<file path="src/rtl/pc_fetch_ctrl_if.sv">
// Instruction-memory request/acknowledge bus between the fetch controller and imem.
// The request side holds imem_req and a stable imem_addr until imem_ack returns the word.
interface pc_fetch_ctrl_if;
  logic        imem_req;
  logic [31:0] imem_addr;
  logic        imem_ack;
  logic [31:0] imem_rdata;

  modport master (
    output imem_req,
    output imem_addr,
    input  imem_ack,
    input  imem_rdata
  );

  modport slave (
    input  imem_req,
    input  imem_addr,
    output imem_ack,
    output imem_rdata
  );
endinterface

</file>
<file path="src/rtl/pc_fetch_ctrl.sv">
// Fetch-stage controller: owns PCF, arbitrates EX/ID redirects against PC+4,
// runs the imem req/ack handshake and holds a fetched word while decode stalls.
module pc_fetch_ctrl #(
  parameter logic [31:0] RESET_PC = 32'h0000_0000
) (
  input  logic                   CPU_CLK,
  input  logic                   CPU_RST,
  input  logic                   StallF,
  input  logic                   BranchE,
  input  logic [31:0]            BranchTarget,
  input  logic                   JalrE,
  input  logic [31:0]            JalrTarget,
  input  logic                   JalD,
  input  logic [31:0]            JalTarget,
  pc_fetch_ctrl_if.master        imem,
  output logic [31:0]            PCF,
  output logic [31:0]            InstrF,
  output logic                   FetchValidF,
  output logic                   FlushD,
  output logic                   FlushE,
  output logic                   RedirectPend
);

  typedef enum logic {
    S_FETCH = 1'b0,
    S_HOLD  = 1'b1
  } state_e;

  state_e      state_q, state_d;
  logic [31:0] pcf_q, pcf_d;
  logic        pend_q, pend_d;
  logic [31:0] pend_tgt_q, pend_tgt_d;
  logic [31:0] buf_q, buf_d;

  logic        ex_redir;
  logic        redir;
  logic [31:0] raw_tgt;
  logic [31:0] redir_tgt;
  logic        req;
  logic        fetch_valid;
  logic [31:0] instr;

  // Redirect priority: Jalr > Branch > Jal; a Jal beside an EX redirect is wrong-path.
  always_comb begin
    ex_redir = JalrE | BranchE;
    redir    = ex_redir | JalD;
    if (JalrE) begin
      raw_tgt = JalrTarget;
    end else if (BranchE) begin
      raw_tgt = BranchTarget;
    end else begin
      raw_tgt = JalTarget;
    end
    redir_tgt = {raw_tgt[31:2], 2'b00};
  end

  always_comb begin
    state_d     = state_q;
    pcf_d       = pcf_q;
    pend_d      = pend_q;
    pend_tgt_d  = pend_tgt_q;
    buf_d       = buf_q;
    req         = 1'b0;
    fetch_valid = 1'b0;
    instr       = buf_q;
    case (state_q)
      S_FETCH: begin
        req = 1'b1;
        if (imem.imem_ack) begin
          if (redir) begin
            pcf_d  = redir_tgt;
            pend_d = 1'b0;
          end else if (pend_q) begin
            pcf_d  = pend_tgt_q;
            pend_d = 1'b0;
          end else if (!StallF) begin
            fetch_valid = 1'b1;
            instr       = imem.imem_rdata;
            pcf_d       = pcf_q + 32'd4;
          end else begin
            buf_d   = imem.imem_rdata;
            state_d = S_HOLD;
          end
        end else if (redir) begin
          // Address must stay stable until ack, so the redirect waits here.
          pend_d     = 1'b1;
          pend_tgt_d = redir_tgt;
        end
      end
      S_HOLD: begin
        if (redir) begin
          pcf_d   = redir_tgt;
          state_d = S_FETCH;
        end else if (!StallF) begin
          fetch_valid = 1'b1;
          pcf_d       = pcf_q + 32'd4;
          state_d     = S_FETCH;
        end
      end
      default: state_d = S_FETCH;
    endcase
  end

  always_ff @(posedge CPU_CLK) begin
    if (CPU_RST) begin
      state_q    <= S_FETCH;
      pcf_q      <= RESET_PC;
      pend_q     <= 1'b0;
      pend_tgt_q <= 32'h0;
      buf_q      <= 32'h0;
    end else begin
      state_q    <= state_d;
      pcf_q      <= pcf_d;
      pend_q     <= pend_d;
      pend_tgt_q <= pend_tgt_d;
      buf_q      <= buf_d;
    end
  end

  assign imem.imem_req  = req & ~CPU_RST;
  assign imem.imem_addr = pcf_q;
  assign PCF            = pcf_q;
  assign InstrF         = CPU_RST ? 32'h0 : instr;
  assign FetchValidF    = fetch_valid & ~CPU_RST;
  assign FlushD         = redir & ~CPU_RST;
  assign FlushE         = ex_redir & ~CPU_RST;
  assign RedirectPend   = pend_q;

endmodule
</file>
<file path="src/flat_wrapper.sv">
// flat-port wrapper written by rule: the top's interface ports become plain ports
module pc_fetch_ctrl_flat 
#(
  parameter logic [31:0] RESET_PC = 32'h0000_0000
)
  (CPU_CLK, CPU_RST, StallF, BranchE, BranchTarget, JalrE, JalrTarget, JalD, JalTarget, PCF, InstrF, FetchValidF, FlushD, FlushE, RedirectPend, imem_imem_req, imem_imem_addr, imem_imem_ack, imem_imem_rdata);
  pc_fetch_ctrl_if imem_i ();
  input  logic CPU_CLK;
  input  logic CPU_RST;
  input  logic StallF;
  input  logic BranchE;
  input  logic [31:0] BranchTarget;
  input  logic JalrE;
  input  logic [31:0] JalrTarget;
  input  logic JalD;
  input  logic [31:0] JalTarget;
  output logic [31:0] PCF;
  output logic [31:0] InstrF;
  output logic FetchValidF;
  output logic FlushD;
  output logic FlushE;
  output logic RedirectPend;
  output wire logic [$bits(imem_i.imem_req)-1:0] imem_imem_req;
  output wire logic [$bits(imem_i.imem_addr)-1:0] imem_imem_addr;
  input wire logic [$bits(imem_i.imem_ack)-1:0] imem_imem_ack;
  input wire logic [$bits(imem_i.imem_rdata)-1:0] imem_imem_rdata;
  assign imem_imem_req = imem_i.imem_req;
  assign imem_imem_addr = imem_i.imem_addr;
  assign imem_i.imem_ack = imem_imem_ack;
  assign imem_i.imem_rdata = imem_imem_rdata;
  pc_fetch_ctrl #(.RESET_PC(RESET_PC)) u_core (.CPU_CLK(CPU_CLK), .CPU_RST(CPU_RST), .StallF(StallF), .BranchE(BranchE), .BranchTarget(BranchTarget), .JalrE(JalrE), .JalrTarget(JalrTarget), .JalD(JalD), .JalTarget(JalTarget), .imem(imem_i), .PCF(PCF), .InstrF(InstrF), .FetchValidF(FetchValidF), .FlushD(FlushD), .FlushE(FlushE), .RedirectPend(RedirectPend));
endmodule
</file>
<file path="config.mk">
export PLATFORM = sky130hd
export DESIGN_NAME = pc_fetch_ctrl_flat
export DESIGN_NICKNAME = d
export VERILOG_FILES = /design/src/rtl/pc_fetch_ctrl_if.sv /design/src/rtl/pc_fetch_ctrl.sv /design/src/flat_wrapper.sv
export SDC_FILE = /design/constraint.sdc
export NUM_CORES = 1
export LEC_CHECK = 0
export CORE_UTILIZATION = 40
export DETAILED_ROUTE_END_ITERATION = 7
export PLACE_DENSITY_LB_ADDON = 0.15
export SKIP_CTS_REPAIR_TIMING = 1
export SYNTH_ARGS = -nofsm -noshare
export SYNTH_HDL_FRONTEND = slang
export SYNTH_SLANG_ARGS = --single-unit
</file>
<file path="constraint.sdc">
create_clock -name CPU_CLK -period 2.95 [get_ports CPU_CLK]
set_clock_uncertainty 0.1 [all_clocks]
set_input_delay 0.4425 -clock CPU_CLK [delete_from_list [all_inputs] [get_ports CPU_CLK]]
set_output_delay 0.4425 -clock CPU_CLK [all_outputs]
set_load 0.02 [all_outputs]
</file>
==> flow_summary_export.csv, run 1 <==
group,metric,value,unit
drt,vias,6498,
drt,drt_wl_total,19.3,mm
die,start_util,41.0,%
placed_design,gp_congestion,0.841,
placed_design,dp_slack,-327,ps
power,power.density,391,nW/um^2
sta,period_needed,2850,ps
worst_setup_path,r2r-start,"u_core.PCF[2]",
sta,hold_slack,352,ps
die,dieArea,15500,sq um
sta,slew_headroom,57.6,%
finish,seq_area,1880,sq um
finish,final_nets,1149,
placed_design,dp.cells,1186,
synth,synth_area,5990,sq um
worst_setup_path,r2r_slack,650,ps
power,comb_power_share,25.1,%
finish,fillers,1433,
placed_design,io_buffers,225,
finish,final_cell_area,8360,sq um
drt,wire_per_inst,16.1,microns
worst_setup_path,cp-start-kind,"input port",
sta,setup_viol,0,
sta,worst_pin_slew,637,ps
hold_path,hp-class,"reg2reg",
sta,final_hold_viol_count,0,
synth,yosysSeqAreaShare,31.4,%
grt,antenna_found_initial,0,
synth,async_reset_ff_share,0,%
drt,via_per_inst,5.41,
clock_tree,htreeDepth,3,
power,seqPwrFrac,43.0,%
synth,ys_warn_count,0,
die,die_w,124,microns
clock_tree,clk_pin_slew,60,ps
drt,drt_iter0_drc,409,
drt,dr.pass1.iters,5,
drt,drtAntennaViolNets,0,
worst_setup_path,required,2410,ps
hold_path,holdPathStages,2,
sta,worst_slack,97.8,ps
sta,fin_crit_sh,96.7,%
grt,grt_start_max_net_pins,65,
worst_setup_path,worstReg2RegEnd,"u_core.PCF[28]",
die,rows,44,
run_status,status,"complete, no violations",
hold_path,min_to,"u_core.pend_tgt_q[9]",
power,p_switching,957,uW
finish,syn2layout_area_growth,39.7,%
grt,grt_pass1_wl,31.1,mm
synth,postSynthCellCount,837,
worst_setup_path,worstSetupPathType,"in2out",
grt,first_global_vias,6108,
worst_setup_path,worst_ep_arrival_time,2310,ps
die,coreArea,14600,sq um
synth,syn_avg_cell_area,7.15,sq um
clock_tree,clock_sinks,94,
die,dieHeight,124,microns
clock_tree,numCtsBuffers,9,
sta,slew_viol_final,0,
sta,fmax,0.351,GHz
finish,drive_above_1_share,10.1,%
synth,synth_flop_cell,"dfxtp_1",
finish,multiInputGateArea,3480,sq um
clock_tree,cts_tree,"done",
power,ir_drop,0.000294,V
clock_tree,root_buffer,"clkbuf_16",
flow_run,maxCapViolCount,0,
hold_path,min_from,"u_core.pend_tgt_q[9]",
worst_setup_path,worst_setup_path_end_kind,"primary output",
power,clock_power_share,31.9,%
synth,synth_edf_count,0,
power,p_int,2.32,mW
die,io_pins,236,
finish,antennaDiodeCount,0,
power,power_switching_share,29.2,%
finish,fin_util,57.3,%
clock_tree,insertion_delay,340,ps
worst_setup_path,worstPathMaxFanout,32,
grt,grt_usage,24.5,%
placed_design,postPlaceCellArea,8200,sq um
finish,layoutNonFillerInstCount,1201,
drt,drc,0,
clock_tree,cts.path.max_buffers,2,
placed_design,hpwl,13.6,mm
grt,overflow,0,
synth,synth_cell_types,64,
synth,postSynthRegisterBits,94,
power,p_leak,3.26,nW
sta,finalSetupTns,0,ps
power,total_power,3.27,mW
worst_setup_path,rr_worst_depth,8,
state kept, by name, indices dropped and copies added, names as in the netlist:
name	count
u_core.RedirectPend	1
u_core.pend_tgt_q	30
u_core.buf_q	32
u_core.state_q	1
u_core.PCF	30
area by class of cell:
type,count,share of cell area (%)
inverters,11,0.494
clock inverters,2,0.120
well taps,184,2.75
multi-input cells,631,41.6
clock buffers,13,2.87
repair buffers,266,29.7
flip-flops and latches,94,22.5
cells in the mapped netlist (6+ instances only):
| cell | number | area [sq um] |
|---|---|---|
| inv_1 | 11 | 41.3 |
| o21ai_0 | 42 | 210 |
| buf_4 | 36 | 270 |
| nor2_1 | 35 | 131 |
| nor3_1 | 17 | 85.1 |
| o211ai_1 | 9 | 67.6 |
| nand3_1 | 15 | 75.1 |
| buf_6 | 10 | 113 |
| a21oi_1 | 125 | 626 |
| buf_2 | 20 | 100 |
| xnor2_1 | 7 | 61.3 |
| a31oi_1 | 8 | 50.1 |
| or3_1 | 8 | 50.1 |
| a211oi_1 | 12 | 90.1 |
| nor4_1 | 7 | 43.8 |
| clkbuf_1 | 35 | 131 |
| a221oi_1 | 7 | 61.3 |
| nand2_1 | 215 | 807 |
| and3_1 | 8 | 50.1 |
| a21o_1 | 8 | 60.1 |
| nand2b_1 | 6 | 37.5 |
| mux2i_1 | 25 | 250 |
| dfxtp_1 | 94 | 1880 |
worst max-delay path, cell delays in order:
cell,delay (ps)
clkdlybuf4s50_1,430
or3_1,340
buf_4,160
nor4_4,270
buf_12,230
nand2_1,70
a21oi_1,110
dlymetal6s2s_1,250
kinds of logic after synthesis:
logic type      synth area share, %
simple gates                   26.4
compound gates                 24.5
buf+inv                        11.1
flops                          31.4
mux                            4.93
xor+xnor                       1.32
fa+ha+maj                     0.209
other cells                  0.0626
power by group through the flow:
stage / combinational, mW / clock [mW] / sequential [mW]
after floorplan: 0.413 / 0 / 1.46
after global placement: 0.819 / 0 / 1.43
after detailed placement: 0.824 / 0 / 1.43
after CTS: 0.828 / 1.07 / 1.41
after global routing: 0.887 / 1.11 / 1.42
final: 0.821 / 1.04 / 1.41
routing by layer:
| metal | routed length, microns | vias to the layer above | GRT usage (%) |
|---|---|---|---|
| li1 | - | 3230 | - |
| met1 | 8960 | 3030 | 33.1 |
| met2 | 9050 | 217 | 40.0 |
| met3 | 948 | 21 | 3.48 |
| met4 | 325 | 0 | 7.65 |
| met5 | 0 | - | 0 |
cells in the final DEF, fill, tap and decap left out, types with 8 or more instances in the layout:
cell type	netlist	routed
nand3_1	15	15
a21oi_1	125	125
and3_1	8	8
a21o_1	8	8
inv_1	11	11
o21ai_0	42	42
o211ai_1	9	9
a31oi_1	8	8
nor3_1	17	16
clkdlybuf4s50_1	0	189
clkbuf_16	0	9
nand2_1	215	215
dlymetal6s2s_1	0	10
dfxtp_1	94	94
or3_1	8	8
clkbuf_2	0	22
a211oi_1	12	12
buf_4	36	40
mux2i_1	25	25
nor2_1	35	33
how the worst max path moves through the flow:
| stage | to | start |
|---|---|---|
| floorplan | InstrF[10] | BranchE |
| global placement | InstrF[14] | JalD |
| detailed placement | InstrF[14] | JalD |
| CTS | InstrF[14] | JalD |
| global route | InstrF[25] | JalD |
| finish | InstrF[18] | JalD |
(Power assumes the default switching activity.)
==> inputs of run 2 (changes only) <==
- GPL_TIMING_DRIVEN: unset -> 0
==> run 2 against run 1 <==
Compared with the run above: non-clock buffer count is 61 higher; die area stayed put; sequential power hardly changed; total power is 11% higher; wire length is 17% higher; sequential share of layout area is 0.93 points lower; core utilization is 2.5 points higher; sequential cell count stayed put; clock power is 28% higher; critical path depth is 3 lower; critical endpoint is now InstrF[31]; largest power group unchanged; highest routed layer unchanged.
==> flow_summary_export.csv, run 2 (synthesis results as in run 1) <==
group,metric,value,unit
run_status,status,"complete, no violations",
grt,grt_usage,28.5,%
hold_path,min_to,"u_core.pend_tgt_q[26]",
sta,hold_slack,352,ps
drt,vias,6967,
placed_design,hpwl,16.4,mm
hold_path,holdPathStages,2,
grt,antenna_found_initial,0,
finish,final_nets,1210,
die,die_w,124,microns
grt,first_global_vias,6434,
finish,antennaDiodeCount,0,
worst_setup_path,worst_setup_path_end_kind,"primary output",
die,dieArea,15500,sq um
grt,grt_pass1_wl,34.8,mm
clock_tree,clk_pin_slew,60,ps
sta,slew_viol_final,0,
worst_setup_path,worstReg2RegEnd,"u_core.PCF[18]",
finish,largest_reg_flops,32,
finish,top_register,"u_core.buf_q",
drt,drtAntennaViolNets,0,
clock_tree,htreeDepth,3,
clock_tree,insertion_delay,350,ps
sta,period_needed,2820,ps
finish,layoutNonFillerInstCount,1263,
finish,drive_above_1_share,12.9,%
finish,fillers,1425,
finish,final_cell_area,8720,sq um
grt,grt_start_max_net_pins,15,
worst_setup_path,worstSetupPathType,"in2out",
die,coreArea,14600,sq um
drt,dr.pass1.iters,5,
clock_tree,clock_sinks,94,
finish,fin_util,59.8,%
drt,wire_per_inst,17.8,microns
power,total_power,3.63,mW
worst_setup_path,cp-start-kind,"input port",
drt,drc,0,
worst_setup_path,worst_ep_arrival_time,2270,ps
die,rows,44,
power,p_leak,3.41,nW
worst_setup_path,worstPathMaxFanout,10,
power,ir_drop,0.000281,V
sta,setup_viol,0,
worst_setup_path,r2r_slack,270,ps
sta,slew_headroom,32.9,%
worst_setup_path,rr_worst_depth,6,
grt,overflow,0,
die,dieHeight,124,microns
die,io_pins,236,
finish,layout_commonest_cell,"nand2_1",
clock_tree,cts_tree,"done",
sta,worst_pin_slew,998,ps
finish,final_cell_mix,"nand2_1 (215), clkdlybuf4s50_1 (186), a21oi_1 (125)",
drt,drt_iter0_drc,560,
clock_tree,numCtsBuffers,9,
clock_tree,root_buffer,"clkbuf_16",
die,start_util,41.0,%
flow_run,maxCapViolCount,0,
placed_design,gp_congestion,0.931,
placed_design,postPlaceCellArea,8440,sq um
sta,fin_crit_sh,95.4,%
drt,via_per_inst,5.52,
worst_setup_path,r2r-start,"u_core.PCF[2]",
clock_tree,cts.path.max_buffers,2,
drt,drt_wl_total,22.5,mm
sta,rsz0062_at_grt,"no",
hold_path,hp-class,"reg2reg",
placed_design,io_buffers,221,
power,power.density,416,nW/um^2
worst_setup_path,required,2410,ps
sta,fmax,0.355,GHz
placed_design,dp.cells,1245,
sta,final_hold_viol_count,0,
finish,syn2layout_area_growth,45.7,%
hold_path,min_from,"u_core.pend_tgt_q[26]",
run 2: area by class of cell:
cell class	count	area [sq um]	area share, %
multi-input cells	631	3470	39.8
repair buffers	224	2120	24.4
flip-flops and latches	94	1880	21.6
plain buffers	103	638	7.31
clock buffers	13	270	3.10
well taps	184	230	2.64
clock inverters	3	65.1	0.746
inverters	11	41.3	0.473
run 2: metal layers:
metal	global-route usage [%]	wire (microns)	vias up
met3	5.80	2110	42
li1	-	-	3372
met2	43.0	9850	364
met1	39.0	9860	3189
met5	0	0	-
met4	12.4	684	0
run 2: how the worst max path moves through the flow:
stage,startpoint,end,slack [ps],cells after the start
2_1_floorplan,BranchE,InstrF[10],390,7
3_3_place_gp,JalrE,InstrF[22],-690,8
3_5_place_dp,JalrE,InstrF[24],-720,8
4_1_cts,JalrE,InstrF[24],-750,8
5_1_grt,CPU_RST,InstrF[31],9,5
6_report,CPU_RST,InstrF[31],130,5
run 2: power breakdown:
group	switching (mW)	leakage, nW	internal [mW]
logic	0.442	2.47	0.446
registers	0.0807	0.769	1.33
clock network	0.518	0.166	0.812
run 2: critical path, stage by stage:
cell and delay (ps):
clkbuf_1 420, clkbuf_1 520, clkbuf_1 540, a21oi_1 90
dlymetal6s2s_1 250
run 2: through the flow:
stage | setup TNS [ps] | setup slack [ps]
floorplan | 0 | 394
global placement | -21120 | -695
detailed placement | -21420 | -721
CTS | -22140 | -749
global route | 0 | 8.57
finish | 0 | 135
==> inputs of run 3 (changes only) <==
- PLACE_DENSITY: unset -> 0.74
- PLACE_DENSITY_LB_ADDON: 0.15 -> unset
==> run 3 against run 2 <==
Compared with the run above: core utilization decreased by 0.15 points; clock-buffer cell count decreased by 1; maximum frequency decreased by 2.4%; total power decreased by 5.4%; worst hold slack got worse by 8.3 ps; sequential share of layout area increased by 0.056 points; final area decreased by 0.26%; register-to-register slack improved by 40 ps; largest power group unchanged.
==> flow_summary_export.csv, run 3 (synthesis results as in run 1) <==
group,metric,value,unit
worst_setup_path,cp-start-kind,"input port",
drt,wire_per_inst,18.3,microns
worst_setup_path,cpMostUsedCell,"clkbuf_1",
sta,final_hold_viol_count,0,
drt,drc,0,
finish,top_register,"u_core.buf_q",
drt,via_per_inst,5.60,
clock_tree,root_buffer,"clkbuf_16",
sta,finalSetupTns,0,ps
finish,final_cell_mix,"nand2_1 (214), clkdlybuf4s50_1 (186), a21oi_1 (124)",
drt,vias,7069,
die,coreArea,14600,sq um
power,ir_drop,0.000277,V
die,dieHeight,124,microns
finish,syn2layout_area_growth,45.4,%
worst_setup_path,required,2410,ps
worst_setup_path,worst_ep_arrival_time,2340,ps
clock_tree,clock_sinks,94,
run_status,status,"complete, no violations",
sta,fmax,0.347,GHz
drt,drtAntennaViolNets,0,
die,die_w,124,microns
sta,worst_pin_slew,949,ps
finish,final_cell_area,8700,sq um
grt,grt_pass1_wl,35.3,mm
clock_tree,numCtsBuffers,9,
die,io_pins,236,
power,total_power,3.44,mW
hold_path,hp-class,"in2reg",
die,start_util,41.0,%
placed_design,dp_slack,-699,ps
worst_setup_path,cp_slowest_cell,"clkbuf_1",
clock_tree,insertion_delay,350,ps
worst_setup_path,worstPathMaxFanout,10,
sta,slew_viol_final,0,
worst_setup_path,worst_setup_path_end_kind,"primary output",
power,power.density,395,nW/um^2
sta,slew_headroom,36.2,%
sta,fin_crit_sh,97.7,%
sta,period_needed,2880,ps
placed_design,dp.cells,1245,
worst_setup_path,crit_path_max_incr_delay,550,ps
drt,dr.pass1.iters,6,
die,dieArea,15500,sq um
grt,overflow,0,
grt,first_global_vias,6494,
drt,drt_wl_total,23.1,mm
die,rows,44,
placed_design,io_buffers,221,
sta,hold_slack,343,ps
power,p_leak,3.37,nW
clock_tree,clk_pin_slew,70,ps
grt,grt_start_max_net_pins,15,
finish,final_nets,1211,
grt,grt_usage,28.8,%
clock_tree,htreeDepth,3,
worst_setup_path,worstSetupPathType,"in2out",
placed_design,postPlaceCellArea,8440,sq um
placed_design,gp_congestion,0.928,
worst_setup_path,worst-path-buf-inv,4,
clock_tree,cts_tree,"done",
finish,largest_reg_flops,32,
worst_setup_path,critical_path.top_delay_family,"buffers and inverters",
worst_setup_path,path_cells,"clkbuf_1, clkbuf_1, clkbuf_1, a21oi_1, dlymetal6s2s_1",
sta,worst_slack,66.4,ps
finish,antennaDiodeCount,0,
finish,drive_above_1_share,13.2,%
finish,fin_util,59.6,%
sta,setup_viol,0,
drt,drt_iter0_drc,647,
finish,layout_commonest_cell,"nand2_1",
finish,layoutNonFillerInstCount,1263,
sta,rsz0062_at_grt,"no",
grt,antenna_found_initial,0,
clock_tree,cts.path.max_buffers,2,
flow_run,maxCapViolCount,0,
placed_design,hpwl,16.9,mm
## run 3: cell types whose count changed in the layout (fill, tap and decap cells not counted), sizes merged
cell and change:
dlymetal6s2s -1, clkinvlp +2, clkbuf -12, bufinv -2
buf +13
## run 3: where the power goes
| group | total (mW) | internal, mW | leakage [nW] | switching, mW |
|---|---|---|---|---|
| combinational | 0.894 | 0.446 | 2.47 | 0.448 |
| clock | 1.13 | 0.612 | 0.131 | 0.516 |
| sequential | 1.42 | 1.33 | 0.769 | 0.0808 |
| total | 3.44 | 2.39 | 3.37 | 1.04 |
## run 3: worst paths after layout
| path | from | end | slack (ps) | depth (start not counted) |
|---|---|---|---|---|
| worst max-delay path | CPU_RST | InstrF[31] | 70 | 5 |
| worst min-delay path | StallF | u_core.state_q | 340 | 3 |
| worst max register to register | u_core.PCF[2] | u_core.PCF[18] | 310 | 6 |
| worst min register to register | u_core.pend_tgt_q[15] | u_core.pend_tgt_q[15] | 350 | 2 |
## run 3: layout make-up
type                       instances  area (sq um)
fill                            1360          5890
multi-input combinational        631          3480
timing repair buffer             226          2150
sequential                        94          1880
buffer                           102           643
clock buffer                      12           256
tap                              184           230
inverter                          11          41.3
clock inverter                     3          20.0
## run 3: per-layer routing
metal / wire length (microns) / up-vias / GRT usage [%]
li1: - / 3365 / -
met1: 9730 / 3286 / 39.0
met2: 10500 / 373 / 44.8
met3: 2140 / 45 / 5.15
met4: 705 / 0 / 12.2
met5: 0 / - / 0
## run 3: tightest hold or removal path, cell delays in order
cell    delay [ps]
buf_6          130
inv_1          110
nor3_1          70
